--- config.mk ---
export PLATFORM = sky130hd
export DESIGN_NAME = pipe_hazard_ctrl
export DESIGN_NICKNAME = d
export VERILOG_FILES = /design/src/rtl/pipe_hazard_ctrl.sv
export SDC_FILE = /design/constraint.sdc
export NUM_CORES = 1
export LEC_CHECK = 0
export CORE_UTILIZATION = 44
export DETAILED_ROUTE_END_ITERATION = 6
export GPL_TIMING_DRIVEN = 0
export MAX_ROUTING_LAYER = met4
export PLACE_DENSITY = 0.83
export SLEW_MARGIN = 10
export SYNTH_ARGS = -nofsm -noshare
export SYNTH_HDL_FRONTEND = slang
export SYNTH_SLANG_ARGS = --single-unit
--- constraint.sdc ---
create_clock -name clk -period 5.95 [get_ports clk]
set_input_delay 1.785 -clock clk [delete_from_list [all_inputs] [get_ports clk]]
set_output_delay 1.785 -clock clk [all_outputs]
set_load 0.01 [all_outputs]
--- src/rtl/pipe_hazard_ctrl.sv ---
// ID-stage scoreboard hazard controller: tracks in-flight destinations, raises the
// stall interlock or selects a forwarding stage for rs/rt, and guards HI/LO while the MDU is busy.
module pipe_hazard_ctrl #(
  parameter int NSTAGE     = 3,
  parameter int FWD_EN     = 0,
  parameter int ALU_READY  = 1,
  parameter int LOAD_READY = 2,
  parameter int MDU_LAT    = 4,
  parameter int REG_AW     = 5
) (
  input  logic                          clk,
  input  logic                          reset,
  input  logic                          id_valid,
  input  logic [REG_AW-1:0]             id_rs_addr,
  input  logic                          id_rs_used,
  input  logic [REG_AW-1:0]             id_rt_addr,
  input  logic                          id_rt_used,
  input  logic                          id_wr_en,
  input  logic [REG_AW-1:0]             id_wr_addr,
  input  logic                          id_is_load,
  input  logic                          id_is_mdu,
  input  logic                          id_reads_hilo,
  input  logic                          flush,
  output logic                          stall_out,
  output logic [$clog2(NSTAGE+1)-1:0]   fwd_rs_sel,
  output logic [$clog2(NSTAGE+1)-1:0]   fwd_rt_sel,
  output logic                          mdu_busy
);

  localparam int FSW = $clog2(NSTAGE+1);
  localparam int CW  = (MDU_LAT > 0) ? $clog2(MDU_LAT+1) : 1;

  logic [NSTAGE:1]             sb_vld_q, sb_vld_d;
  logic [NSTAGE:1]             sb_ld_q, sb_ld_d;
  logic [NSTAGE:1][REG_AW-1:0] sb_addr_q, sb_addr_d;
  logic [CW-1:0]               mdu_cnt_q, mdu_cnt_d;
  logic                        accept;
  logic                        rs_haz, rt_haz, mdu_haz;

  // Youngest matching producer decides; a match at write-back reads through the regfile.
  function automatic logic [FSW:0] src_check(
    input logic                          used,
    input logic [REG_AW-1:0]             addr,
    input logic [NSTAGE:1]               vld,
    input logic [NSTAGE:1]               ld,
    input logic [NSTAGE:1][REG_AW-1:0]   addrs
  );
    int             hit_k;
    logic           hit_ld;
    logic           haz;
    logic [FSW-1:0] sel;
    hit_k  = 0;
    hit_ld = 1'b0;
    haz    = 1'b0;
    sel    = '0;
    for (int k = NSTAGE; k >= 1; k--) begin
      if (vld[k] && (addrs[k] == addr)) begin
        hit_k  = k;
        hit_ld = ld[k];
      end
    end
    if (used && (addr != '0) && (hit_k != 0) && (hit_k < NSTAGE)) begin
      if (FWD_EN == 0)
        haz = 1'b1;
      else if (hit_k >= (hit_ld ? LOAD_READY : ALU_READY))
        sel = FSW'(hit_k);
      else
        haz = 1'b1;
    end
    return {haz, sel};
  endfunction

  assign {rs_haz, fwd_rs_sel} = src_check(id_rs_used, id_rs_addr, sb_vld_q, sb_ld_q, sb_addr_q);
  assign {rt_haz, fwd_rt_sel} = src_check(id_rt_used, id_rt_addr, sb_vld_q, sb_ld_q, sb_addr_q);

  assign mdu_busy  = (mdu_cnt_q != '0);
  assign mdu_haz   = (id_reads_hilo | id_is_mdu) & mdu_busy;
  assign stall_out = id_valid & ~flush & (rs_haz | rt_haz | mdu_haz);
  assign accept    = id_valid & ~stall_out & ~flush;

  always_comb begin
    sb_vld_d  = sb_vld_q;
    sb_ld_d   = sb_ld_q;
    sb_addr_d = sb_addr_q;
    for (int k = NSTAGE; k >= 2; k--) begin
      sb_vld_d[k]  = sb_vld_q[k-1];
      sb_ld_d[k]   = sb_ld_q[k-1];
      sb_addr_d[k] = sb_addr_q[k-1];
    end
    // Writes to $0 are never tracked, so they can never cause a hazard.
    sb_vld_d[1]  = accept & id_wr_en & (id_wr_addr != '0);
    sb_ld_d[1]   = id_is_load;
    sb_addr_d[1] = id_wr_addr;
  end

  always_comb begin
    mdu_cnt_d = mdu_cnt_q;
    if (MDU_LAT == 0)
      mdu_cnt_d = '0;
    else if (accept & id_is_mdu)
      mdu_cnt_d = CW'(MDU_LAT);
    else if (mdu_cnt_q != '0)
      mdu_cnt_d = mdu_cnt_q - 1'b1;
  end

  always_ff @(posedge clk) begin
    if (reset) begin
      sb_vld_q  <= '0;
      mdu_cnt_q <= '0;
    end else begin
      sb_vld_q  <= sb_vld_d;
      mdu_cnt_q <= mdu_cnt_d;
    end
  end

  always_ff @(posedge clk) begin
    sb_ld_q   <= sb_ld_d;
    sb_addr_q <= sb_addr_d;
  end

endmodule

# After elaboration in Yosys (flattened, before gate mapping)
# Cells that the tools add are included.
[classes]
n_addsub = 1
magnitude_cmp = 2
n_eq_ne = 6
muxes = 10
n_bitwise = 13
n_reduce_logical = 20
[op_table]
columns = ["cell", "n"]
rows = [
  ["$mux 32", 4],
  ["$lt 32x3->1 const B", 2],
  ["$reduce_bool 32->1", 2],
  ["$eq 5x5->1", 6],
  ["$reduce_bool 5->1", 3],
  ["$logic_and 1x1->1", 12],
  ["$and 1x1->1", 8],
  ["$mux 3", 2],
  ["$mux 2", 2],
  ["$or 1x1->1", 3],
  ["$reduce_bool 3->1", 1],
  ["$sub 3x1->3 const B", 1],
  ["$mux 1", 2],
  ["$not 1->1", 2],
  ["$reduce_bool 2->1", 1],
  ["$reduce_or 2->1", 1],
]
[word_totals]
reg_bits = 21
out_inout_bits = 6

# Longest topological paths before layout
[logic_depth]
ltp_word = 17
ltp_mapped = 7
mapped_depth_nobuf = 7

# Worst setup path after synthesis
# OpenSTA, ideal clock, no wires.
[synth_timing]
path_type = "input to output"
startpoint = "input id_rs_addr[0]"
endpoint = "output stall_out"
arrival_time_ns = 2.823
slack_ns = 1.342
cell_stages = 4
path_buffers = 0
path_cell_list = "or4_1 -> o21a_1 -> a22oi_1 -> a21boi_0"
[synth_via]
elab_chain_len = 12
word_cells_on_any_way = 19
cone_classes = "order compare: 1; eq/ne: 3; mux: 4; bitwise: 3; reduce/logical: 8"
[synth_lines]
columns = ["item", "line_no", "text"]
rows = [
  ["start, declared", "14", "input logic [REG_AW-1:0] id_rs_addr,"],
  ["branches (longest 7 deep; another with $lt 32x3->1)", "-", ""],
  ["$logic_and 1x1->1 (*)", "62", "if (used && (addr != '0) && (hit_k != 0) && (hit_k < NSTAGE)) begin"],
  ["$mux 1 (*)", "62", ""],
  ["$or 1x1->1 (*) (2 in series)", "78", "assign stall_out = id_valid & ~flush & (rs_haz | rt_haz | mdu_haz);"],
  ["$and 1x1->1 (*)", "78", ""],
  ["end, declared", "24", "output logic stall_out,"],
]
# Every way passes the cells marked *.

# Final worst setup path
[layout_timing]
startpoint = "input id_rs_addr[3]"
endpoint = "output stall_out"
# Same word-level chain as after synthesis.

==> metrics.csv <==
stage,metric,value,unit
yosys,synth_seq_area_share,0.386,
power,power.share.clock,0.186,
die,rows,14,
die,pin_count,31,
sta,tns,0,ps
setup_path,path_class,input port to output port,
setup_path,crit_chain,clkdlybuf4s50_1 -> or4_1 -> o21a_1 -> a22oi_1 -> a21boi_0 -> clkdlybuf4s50_1,
yosys,yosysWarningCount,0,
setup_path,cp_slowest_cell,or4_1,
placed_design,gp_congestion,0.784,
cells_and_area,drive_above_1_share,0.0783,
cts,htree_num_levels,1,
global_route,antenna_found_initial,0,
drt,first_pass_iters,6,
power,p_leak,0.422,nW
sta,hold_violations,0,
sta,setup_slack,342,ps
setup_path,cp_common_cell,clkdlybuf4s50_1,
min_path,hold_path_class,flip-flop to flip-flop,
cts,holdBufCountCts,0,
cts,clock_latency,280,ps
yosys,synthTopCellsByArea,"dfxtp_1 (39%), xnor2_1 (23%), ha_1 (4.8%)",
power,power_density,288,nW/µm²
setup_path,worstPathMaxFanout,3,
sta,setup_viol,0,
die,die_h,44.1,µm
cts,cts_resized,0,
sta,period_share,0.942,
cells_and_area,stdcell_area,1090,µm²
sta,rsz0062_at_grt,no,
power,cellInternalPower,207,µW
placed_design,hpwl,1290,µm
cells_and_area,nNetsFinal,144,
power,swShare,0.337,
setup_path,slowest_delay,530,ps
drt,drc,0,
yosys,avgSynthCellArea,9.38,µm²
drt,avgViaCountPerCell,5.00,
cts,clockBufferDepth,2,
drt,ant_nets,0,
drt,dr.first_iter.drc_count,9,
cts,cts_tree,yes,
global_route,grt_pass1_vias,660,
power,p_seq_frac,0.397,
cts,clkTransAtPathRegs,90,ps
yosys,yosysTopAreaCell,dfxtp_1,
setup_path,startpoint_type,input port,
placed_design,dp_worst_setup_slack,350,ps
drt,drt-total-wl,1510,µm
yosys,synth_cells,83,
yosys,ys_types,25,
min_path,holdPathStages,0,
cts,cts_buffers,3,
global_route,grt_pass1_wl,2560,µm
global_route,grt-ovfl-total,0,
yosys,ys_ff_latch,15,
drt,via_count,655,
drt,post_drt_wl_per_cell,11.5,µm
die,start_util,0.494,
cts,clock-sinks,15,
placed_design,port-buffer-count,25,
cts,cts-root-buf,clkbuf_4,
sta,fmax,178,MHz
global_route,grtUsageTotal,0.189,
setup_path,ff2ff_path_depth,7,
cts,cts_setup_buffers,0,
job,cap_violations,0,
power,pwr-share-comb,0.418,
setup_path,worstPathArrival,3820,ps
die,core_area,1580,µm²
sta,fin_skew,1.03,ps
cells_and_area,antenna_cells,0,
die,fp.dieW,44.1,µm
power,ir_drop,0.206,mV
sta,period_needed,5610,ps
sta,final_max_slew_viol_count,0,
yosys,syn-cell-area,778,µm²
global_route,grt_max_degree,10,
setup_path,crit_path_end_kind,output port,
placed_design,dpl_cell_area,1060,µm²
setup_path,crit_required,4160,ps
yosys,synth_top_area_share,0.386,
run_status,status,finished clean,
cells_and_area,syn_to_final_growth,39.7,%
die,die-area,1940,µm²
power,p_sw,105,µW
==> final cells by class <==
cell class / instances / area [µm²]
fillers: 137 / 489
well taps: 16 / 20.0
inverters: 5 / 18.8
repair buffers: 25 / 250
flip-flops and latches: 15 / 300
clock buffers: 3 / 22.5
multi-input cells: 61 / 437
clock inverters: 1 / 5.00
plain buffers: 5 / 33.8
==> power by group through the flow <==
stage          clock (mW)  combinational (mW)  sequential [mW]
6_report           0.0581               0.131            0.124
5_1_grt            0.0641               0.146            0.126
4_1_cts            0.0603               0.130            0.124
3_5_place_dp            0               0.129            0.127
3_3_place_gp            0               0.122            0.126
2_1_floorplan           0              0.0813            0.124
==> cells by family (layout without fill, tap and decap cells) <==
| family | after synthesis | after routing | share of synthesized area |
|---|---|---|---|
| AOI/OAI and AO/OA | 12 | 12 | 0.113 |
| DFF | 15 | 15 | 0.386 |
| adders and majority gates | 3 | 3 | 0.0482 |
| xor gates and xnor gates | 21 | 21 | 0.236 |
| buffers and inverters | 10 | 39 | 0.0675 |
| and+or+nand+nor | 21 | 21 | 0.145 |
| other | 1 | 4 | 0.00482 |
==> registers in the layout, summed over array words and instances (netlist names) <==
| signal | flops |
|---|---|
| mdu_cnt_q | 3 |
| sb_addr_d | 10 |
| sb_vld_q | 2 |
==> metrics by stage <==
stage / instances / total power [mW] / utilization / hold WS (ps)
after global placement: 127 / 0.247 / 0.672 / 393
after floorplan: 86 / 0.206 / - / 375
final: 131 / 0.313 / 0.690 / 408
after global routing: 131 / 0.336 / 0.690 / 420
after CTS: 131 / 0.315 / 0.690 / 412
after detailed placement: 127 / 0.255 / 0.672 / 398
==> layout by cell type, fill, tap and decap left out, drive strengths merged, types with 2 or more instances in the layout <==
cell / instances
nor2b: 2
buf: 4
a21oi: 3
dfxtp: 15
xnor2: 20
ha: 3
o21a: 2
clkbuf: 4
o22ai: 2
or4: 2
nand4: 4
nor2: 3
nor3: 3
conb: 4
nand2: 4
inv: 5
clkdlybuf4s50: 25
==> path summary, 6_finish.rpt <==
check	to	start	slack, ps
min	sb_addr_d[11]	sb_addr_d[6]	410
max reg2reg	mdu_cnt_q[2]	mdu_cnt_q[0]	4320
min reg2reg	sb_addr_d[11]	sb_addr_d[6]	410
max	stall_out	id_rs_addr[3]	340
==> routing by layer <==
metal | up-vias | GRT usage | part of all wire
met2 | 25 | 0.318 | 0.46
met3 | 4 | 0.0245 | 0.044
met5 | - | - | 0
met1 | 288 | 0.213 | 0.47
li1 | 338 | - | -
met4 | 0 | 0.109 | 0.021
==> synthesized netlist by cell type <==
cell type and n:
a21boi_0 1, a21oi_1 3, a221oi_2 1, a22oi_1 1
and3_1 1, buf_4 4, clkbuf_1 1, conb_1 1
dfxtp_1 15, ha_1 3, inv_1 5, nand2_1 4
nand3_1 1, nand3b_1 1, nand4_1 4, nor2_1 3
nor2b_1 2, nor3_1 3, o21a_1 2, o21ai_0 1
o21ba_1 1, o22ai_1 2, or4_1 2, xnor2_1 20
xor2_1 1
==> critical path, delay by kind of cell <==
kind	cells	cell delay, ps
buffers and inverters	2	970
AOI/OAI and AO/OA	3	540
and+or+nand+nor	1	530
Note: power is estimated with default switching activity, not from simulation.
